<file path="config.mk">
export PLATFORM = sky130hd
export DESIGN_NAME = coherence_bus_ctrl
export DESIGN_NICKNAME = d
export VERILOG_FILES = /design/src/rtl/coherence_bus_ctrl.sv
export SDC_FILE = /design/constraint.sdc
export NUM_CORES = 1
export LEC_CHECK = 0
export ABC_AREA = 1
export CAP_MARGIN = 20
export CORE_AREA = 4 4 352 354
export CTS_BUF_LIST = sky130_fd_sc_hd__clkbuf_4 sky130_fd_sc_hd__clkbuf_8
export CTS_CLUSTER_SIZE = 24
export DETAILED_ROUTE_END_ITERATION = 12
export DIE_AREA = 0 0 356 358
export HOLD_SLACK_MARGIN = 0.12
export PLACE_DENSITY_LB_ADDON = 0.2
export SLEW_MARGIN = 20
export SYNTH_ARGS = -nofsm -noshare
export SYNTH_HDL_FRONTEND = slang
export SYNTH_SLANG_ARGS = --single-unit
</file>
<file path="constraint.sdc">
create_clock -name CLK -period 3.6 [get_ports CLK]
set_input_delay 0.9 -clock CLK [delete_from_list [all_inputs] [get_ports CLK]]
set_output_delay 0.9 -clock CLK [all_outputs]
set_load 0.01 [all_outputs]
</file>
<file path="src/rtl/coherence_bus_ctrl.sv">
// Snooping coherence bus arbiter: grants write-backs, coherence transactions and
// instruction fetches to CPUS caches, runs snoops, cache-to-cache transfers and RAM accesses.
module coherence_bus_ctrl #(
  parameter int CPUS     = 4,
  parameter int SNOOP_TO = 16
) (
  input  logic                 CLK,
  input  logic                 RST,
  input  logic [CPUS-1:0]      iREN,
  input  logic [CPUS-1:0]      dREN,
  input  logic [CPUS-1:0]      dWEN,
  input  logic [CPUS-1:0]      cctrans,
  input  logic [CPUS-1:0]      ccwrite,
  input  logic [CPUS-1:0]      ccack,
  input  logic [CPUS*32-1:0]   iaddr,
  input  logic [CPUS*32-1:0]   daddr,
  input  logic [CPUS*32-1:0]   dstore,
  output logic [CPUS-1:0]      iwait,
  output logic [CPUS-1:0]      dwait,
  output logic [CPUS-1:0]      ccwait,
  output logic [CPUS-1:0]      ccinv,
  output logic [CPUS*32-1:0]   iload,
  output logic [CPUS*32-1:0]   dload,
  output logic [CPUS*32-1:0]   ccsnoopaddr,
  output logic                 ramREN,
  output logic                 ramWEN,
  output logic [31:0]          ramaddr,
  output logic [31:0]          ramstore,
  input  logic [31:0]          ramload,
  input  logic [1:0]           ramstate,
  output logic                 snoop_to
);

  localparam int IW = $clog2(CPUS);
  localparam logic [1:0] RAM_ACCESS = 2'd2;
  localparam logic [7:0] TO_LAST    = 8'(SNOOP_TO - 1);

  typedef enum logic [2:0] {
    S_IDLE   = 3'd0,
    S_WB     = 3'd1,
    S_SNOOP  = 3'd2,
    S_C2C    = 3'd3,
    S_MEMRD  = 3'd4,
    S_IFETCH = 3'd5
  } state_t;

  state_t          state_r;
  logic [IW-1:0]   rr_r;
  logic [IW-1:0]   init_r;
  logic [IW-1:0]   sup_r;
  logic [31:0]     saddr_r;
  logic            inv_r;
  logic [7:0]      cnt_r;
  logic            snoop_to_r;

  logic [CPUS-1:0] wb_req_s;
  logic [CPUS-1:0] init_mask_s;
  logic [IW:0]     wb_pick_s;
  logic [IW:0]     coh_pick_s;
  logic [IW:0]     if_pick_s;
  logic [IW:0]     sup_pick_s;
  logic            grant_hit_s;
  logic [IW-1:0]   grant_idx_s;
  state_t          grant_state_s;
  logic [IW-1:0]   rr_next_s;
  logic            all_ack_s;
  logic            access_s;

  function automatic logic [31:0] word_of(input logic [CPUS*32-1:0] bus, input int idx);
    return bus[32*idx +: 32];
  endfunction

  // Round-robin search starting at ptr; returns {hit, index}.
  function automatic logic [IW:0] rr_pick(input logic [CPUS-1:0] req, input logic [IW-1:0] ptr);
    logic [IW:0] res;
    int          idx;
    res = {(IW+1){1'b0}};
    for (int k = CPUS - 1; k >= 0; k--) begin
      idx = (int'(ptr) + k) % CPUS;
      if (req[idx]) res = {1'b1, IW'(idx)};
      else          res = res;
    end
    return res;
  endfunction

  function automatic logic [IW:0] low_pick(input logic [CPUS-1:0] req);
    logic [IW:0] res;
    res = {(IW+1){1'b0}};
    for (int k = CPUS - 1; k >= 0; k--) begin
      if (req[k]) res = {1'b1, IW'(k)};
      else        res = res;
    end
    return res;
  endfunction

  assign wb_req_s   = dWEN & ~cctrans;
  assign wb_pick_s  = rr_pick(wb_req_s, rr_r);
  assign coh_pick_s = rr_pick(cctrans, rr_r);
  assign if_pick_s  = rr_pick(iREN, rr_r);
  assign sup_pick_s = low_pick(ccwrite & ~init_mask_s);
  assign all_ack_s  = &(ccack | init_mask_s);
  assign access_s   = (ramstate == RAM_ACCESS);
  assign rr_next_s  = (int'(grant_idx_s) == CPUS - 1) ? {IW{1'b0}} : grant_idx_s + IW'(1);
  assign snoop_to   = snoop_to_r;

  // One-hot mask of the initiating cache.
  always_comb begin
    init_mask_s = {CPUS{1'b0}};
    init_mask_s[init_r] = 1'b1;
  end

  // Class arbitration: write-back beats coherence beats instruction fetch.
  always_comb begin
    grant_hit_s   = 1'b0;
    grant_idx_s   = {IW{1'b0}};
    grant_state_s = S_IDLE;
    if (|wb_req_s) begin
      grant_hit_s   = wb_pick_s[IW];
      grant_idx_s   = wb_pick_s[IW-1:0];
      grant_state_s = S_WB;
    end else if (|cctrans) begin
      grant_hit_s   = coh_pick_s[IW];
      grant_idx_s   = coh_pick_s[IW-1:0];
      grant_state_s = S_SNOOP;
    end else if (|iREN) begin
      grant_hit_s   = if_pick_s[IW];
      grant_idx_s   = if_pick_s[IW-1:0];
      grant_state_s = S_IFETCH;
    end else begin
      grant_state_s = S_IDLE;
    end
  end

  // Bus state machine, arbitration pointer and snoop bookkeeping.
  always_ff @(posedge CLK) begin
    if (RST) begin
      state_r    <= S_IDLE;
      rr_r       <= {IW{1'b0}};
      init_r     <= {IW{1'b0}};
      sup_r      <= {IW{1'b0}};
      saddr_r    <= 32'd0;
      inv_r      <= 1'b0;
      cnt_r      <= 8'd0;
      snoop_to_r <= 1'b0;
    end else begin
      snoop_to_r <= 1'b0;
      case (state_r)
        S_IDLE: begin
          if (grant_hit_s) begin
            init_r  <= grant_idx_s;
            saddr_r <= word_of(daddr, int'(grant_idx_s));
            inv_r   <= ccwrite[grant_idx_s];
            cnt_r   <= 8'd0;
            rr_r    <= rr_next_s;
            state_r <= grant_state_s;
          end else begin
            state_r <= S_IDLE;
          end
        end
        S_WB: begin
          if (!dWEN[init_r]) state_r <= S_IDLE;
          else               state_r <= S_WB;
        end
        S_SNOOP: begin
          cnt_r <= cnt_r + 8'd1;
          if (!cctrans[init_r]) begin
            state_r <= S_IDLE;
          end else if (all_ack_s) begin
            if (sup_pick_s[IW]) begin
              sup_r   <= sup_pick_s[IW-1:0];
              state_r <= S_C2C;
            end else begin
              state_r <= S_MEMRD;
            end
          end else if (cnt_r == TO_LAST) begin
            snoop_to_r <= 1'b1;
            state_r    <= S_MEMRD;
          end else begin
            state_r <= S_SNOOP;
          end
        end
        S_C2C, S_MEMRD: begin
          if (!cctrans[init_r]) state_r <= S_IDLE;
          else                  state_r <= state_r;
        end
        S_IFETCH: begin
          if (access_s) state_r <= S_IDLE;
          else          state_r <= S_IFETCH;
        end
        default: state_r <= S_IDLE;
      endcase
    end
  end

  // Bus outputs decoded from the current state and the selected caches.
  always_comb begin
    iwait       = {CPUS{1'b1}};
    dwait       = {CPUS{1'b1}};
    ccwait      = {CPUS{1'b0}};
    ccinv       = {CPUS{1'b0}};
    iload       = {(CPUS*32){1'b0}};
    dload       = {(CPUS*32){1'b0}};
    ccsnoopaddr = {(CPUS*32){1'b0}};
    ramREN      = 1'b0;
    ramWEN      = 1'b0;
    ramaddr     = 32'd0;
    ramstore    = 32'd0;
    if (state_r != S_IDLE) ccwait = ~init_mask_s;
    else                   ccwait = {CPUS{1'b0}};
    case (state_r)
      S_WB: begin
        ramWEN   = 1'b1;
        ramaddr  = word_of(daddr, int'(init_r));
        ramstore = word_of(dstore, int'(init_r));
        if (access_s) dwait[init_r] = 1'b0;
        else          dwait[init_r] = 1'b1;
      end
      S_SNOOP: begin
        ccinv = {CPUS{inv_r}} & ~init_mask_s;
        for (int t = 0; t < CPUS; t++) begin
          if (t != int'(init_r)) ccsnoopaddr[32*t +: 32] = saddr_r;
          else                   ccsnoopaddr[32*t +: 32] = 32'd0;
        end
      end
      S_C2C: begin
        ramWEN   = dWEN[sup_r];
        ramaddr  = word_of(daddr, int'(sup_r));
        ramstore = word_of(dstore, int'(sup_r));
        dload[32*int'(init_r) +: 32] = word_of(dstore, int'(sup_r));
        if (access_s) begin
          dwait[init_r] = 1'b0;
          dwait[sup_r]  = 1'b0;
        end else begin
          dwait = {CPUS{1'b1}};
        end
      end
      S_MEMRD: begin
        ramREN   = dREN[init_r];
        ramWEN   = dWEN[init_r];
        ramaddr  = word_of(daddr, int'(init_r));
        ramstore = word_of(dstore, int'(init_r));
        dload[32*int'(init_r) +: 32] = ramload;
        if (access_s) dwait[init_r] = 1'b0;
        else          dwait[init_r] = 1'b1;
      end
      S_IFETCH: begin
        ramREN  = 1'b1;
        ramaddr = word_of(iaddr, int'(init_r));
        iload[32*int'(init_r) +: 32] = ramload;
        if (access_s) iwait[init_r] = 1'b0;
        else          iwait[init_r] = 1'b1;
      end
      default: begin
        ramREN = 1'b0;
      end
    endcase
  end

endmodule
</file>
==> flow_summary.ini <==
[run_status]
status = finished, final reports clean

[setup_path]
start_kind = input port
critPathMaxFanout = 3
r2r_cells = 12
crit_chain = clkdlybuf4s50_1, inv_1, o21ai_0, a221oi_2, buf_4, or2_1, buf_4, nand2_1, buf_4
reg2reg_slack_ns = 0.44
crit_path_top_delay_cell = clkdlybuf4s50_1
rr_endpoint = state_r[0]
critical_path_arrival_ns = 2.68
cp_data_required_time_ns = 2.70
path_delay_family = buffers and inverters
timing.rr.start = init_r[1]
cp_num_cells = 9
critPathMaxStageDelay_ns = 0.45
cpMostUsedCell = buf_4
worst_setup_path_end_kind = output port
cp_num_buf_inv = 5
crit_type = input port to output port

[sta]
hold_viol = 0
worst_slew_pin_slew_ns = 0.8292
fmax_mhz = 279.3
slew_headroom_pct = 44.14
report.final.slew_viol_count = 0
post-route-period-util_pct = 99.47
skew_ns = 0.01094
setup_violations = 0
setup_slack_ns = 0.01926
period_minus_slack_ns = 3.581
rsz0062_at_grt = yes

[route]
antenna_left = 0
viasPerCell = 4.466
routedWlPerCell_um = 28.50
dr.pass1.iters = 6
vias = 22840
totalWireLength_um = 145800
drc = 0
drt-initial-drc-count = 1908

[logic_synthesis]
synthCells = 2463
synth_edf_count = 0
ys_types = 46
avgSynthCellArea_um2 = 5.204
ys_ff_latch = 51
synth_flop_cell = dfxtp_1
seq_area_frac_synth_pct = 7.965
synth_nets = 2917
yosysWarnings = 0
synthArstFlopShare_pct = 0
netlist_area_mm2 = 0.01282

[grt]
globalRouteOverflowTotal = 0
grt_usage_pct = 21.45
grt_pass1_vias = 22310
grt_pass1_wl_um = 192600
antenna_found_initial = 44
grt_max_degree = 92

[placement]
place_inst = 5050
place_ws_ns = -0.6741
portBuffers = 910
place_congestion = 0.9132
hpwl_um = 117700

[floorplan]
initial_core_util_pct = 10.59
die_y_um = 358
die_x_um = 356
rows = 128
fp.dieArea_mm2 = 0.1274
core-area_mm2 = 0.1211
io_pins = 911

[hold_path]
min_from = saddr_r[25]
hold_depth = 2
min_to = saddr_r[25]
hold_path.class = flip-flop to flip-flop

[job]
maxCapViolCount = 0

[cells_and_area]
final_cells = 5115
area_growth_pct = 110.1
fin_nets = 3914
layout-drive-gt1-share_pct = 16.18
final_core_util_pct = 22.24

[clock_network]
cts_tree = done
numCtsBuffers = 5
root_buffer = clkbuf_8
cts_max_path_buffers = 2
postCtsHoldBufs = 0
clock-sinks = 51
clock_latency_ns = 0.37
path_clk_slew_ns = 0.11
h-tree-depth = 2

[power]
leakage_uw = 0.01182
peakVddDrop_v = 0.0002298
p_per_area_mw_per_mm2 = 369.2
[stage by stage]
stage	hold WS (ns)	instance area, um2	TNS, ns	total power (uW)
after floorplan	0.4264	12820	0	4640
after CTS	0.4627	26500	-0.002764	9931
after detailed placement	0.4417	26000	-31.58	9226
after global placement	0.4361	26000	-32.54	9220
final	0.4602	26930	0	9940
after global routing	0.4799	26890	-0.08771	10610
[cells in the final DEF (no fill, tap or decap), types with 32 or more instances in the layout]
cell             instances
clkdlybuf4s50_1        650
nand2_1                522
nor2_1                 311
buf_4                  278
nand3_1                258
inv_1                  205
o21ai_0                147
a21oi_1                146
dlygate4sd2_1          132
nor3_1                  95
o32ai_1                 83
buf_12                  67
a22oi_1                 65
o211ai_1                47
dfxtp_1                 46
o221ai_1                44
dlymetal6s2s_1          41
a32o_1                  32
[logic make-up after synthesis]
logic type               after synthesis  share of synthesized area (%)
AND/OR/NAND/NOR                     1283                          42.37
flip-flops                            51                          7.965
XOR/XNOR                               2                         0.1367
AO/OA/AOI/OAI                        651                          34.08
adder cells (fa/ha/maj)               10                         0.9761
buffers and inverters                466                          14.47
[synthesized netlist by cell type, types with 16 or more instances]
master,number,share of area (%)
clkbuf_1,174,5.1
a21oi_1,159,6.2
nand3_1,260,10
o32ai_1,94,6.4
inv_2,16,0.47
o221ai_1,45,3.1
dfxtp_1,51,8.0
nand2_1,546,16
buf_2,30,1.2
o211ai_1,47,2.8
o21ai_0,153,6.0
a32o_1,32,2.5
nor3_1,96,3.7
inv_1,210,6.1
buf_1,22,0.64
nor2_1,322,9.4
a22oi_1,69,4.0
or2_2,27,1.3
[worst max-delay path by stage]
stage | from | end | slack (ns)
after detailed placement | dstore[79] | dload[15] | -0.67
after global placement | dstore[79] | dload[15] | -0.71
after CTS | dstore[15] | dload[47] | -0.003
after floorplan | init_r[1] | dload[10] | 0.1
final | dstore[95] | ramstore[31] | 0.02
after global routing | sup_r[0] | dload[16] | -0.03
[worst reg2reg max path, cell delays in order (launching register included)]
cell and delay (ns):
dfxtp_4 0.39, buf_4 0.14, buf_6 0.29, ha_2 0.51, buf_4 0.28, nor2_1 0.07, nor3_1 0.17, o21ai_0 0.33
nor2_1 0.19, inv_1 0.06, nor2_1 0.25, nor2_1 0.07, a41oi_1 0.28
[power breakdown]
part / total (uW) / switching [uW] / internal (uW)
Clock: 435 / 276 / 159
Combinational: 8550 / 5300 / 3250
Sequential: 953 / 183 / 770
Total: 9940 / 5760 / 4180
[cell type report]
| class | count | area, um2 |
|---|---|---|
| antenna | 29 | 72.57 |
| clock buffer | 6 | 82.58 |
| clock inverter | 2 | 15.01 |
| fill | 14020 | 94150 |
| inverter | 228 | 868.3 |
| multi-input combinational | 1946 | 10480 |
| sequential | 51 | 1035 |
| tap | 1625 | 2033 |
| timing repair buffer | 1228 | 12340 |
[registers in the layout, indices dropped and copies added, names as in the netlist]
register,cells
saddr_r,32
cnt_r,8
state_r,3
init_r,2
rr_r,2
sup_r,2
inv_r,1
snoop_to,1
[per-layer routing]
metal	wire length [um]	part of all wire [%]	GRT usage, %
met3	12500	8.6	6.057
met2	71980	49	38.28
met4	3864	2.7	5.241
met5	112	0.077	0
met1	57310	39	25.28
[what timing repair did]
action | CTS | global route
setup endpoints to repair | 250 | 119
resized for setup | 282 | 144
cloned | 4 | 2
pin swaps | 2 | 6
setup buffers | 12 | 10
(Power assumes the default switching activity.)
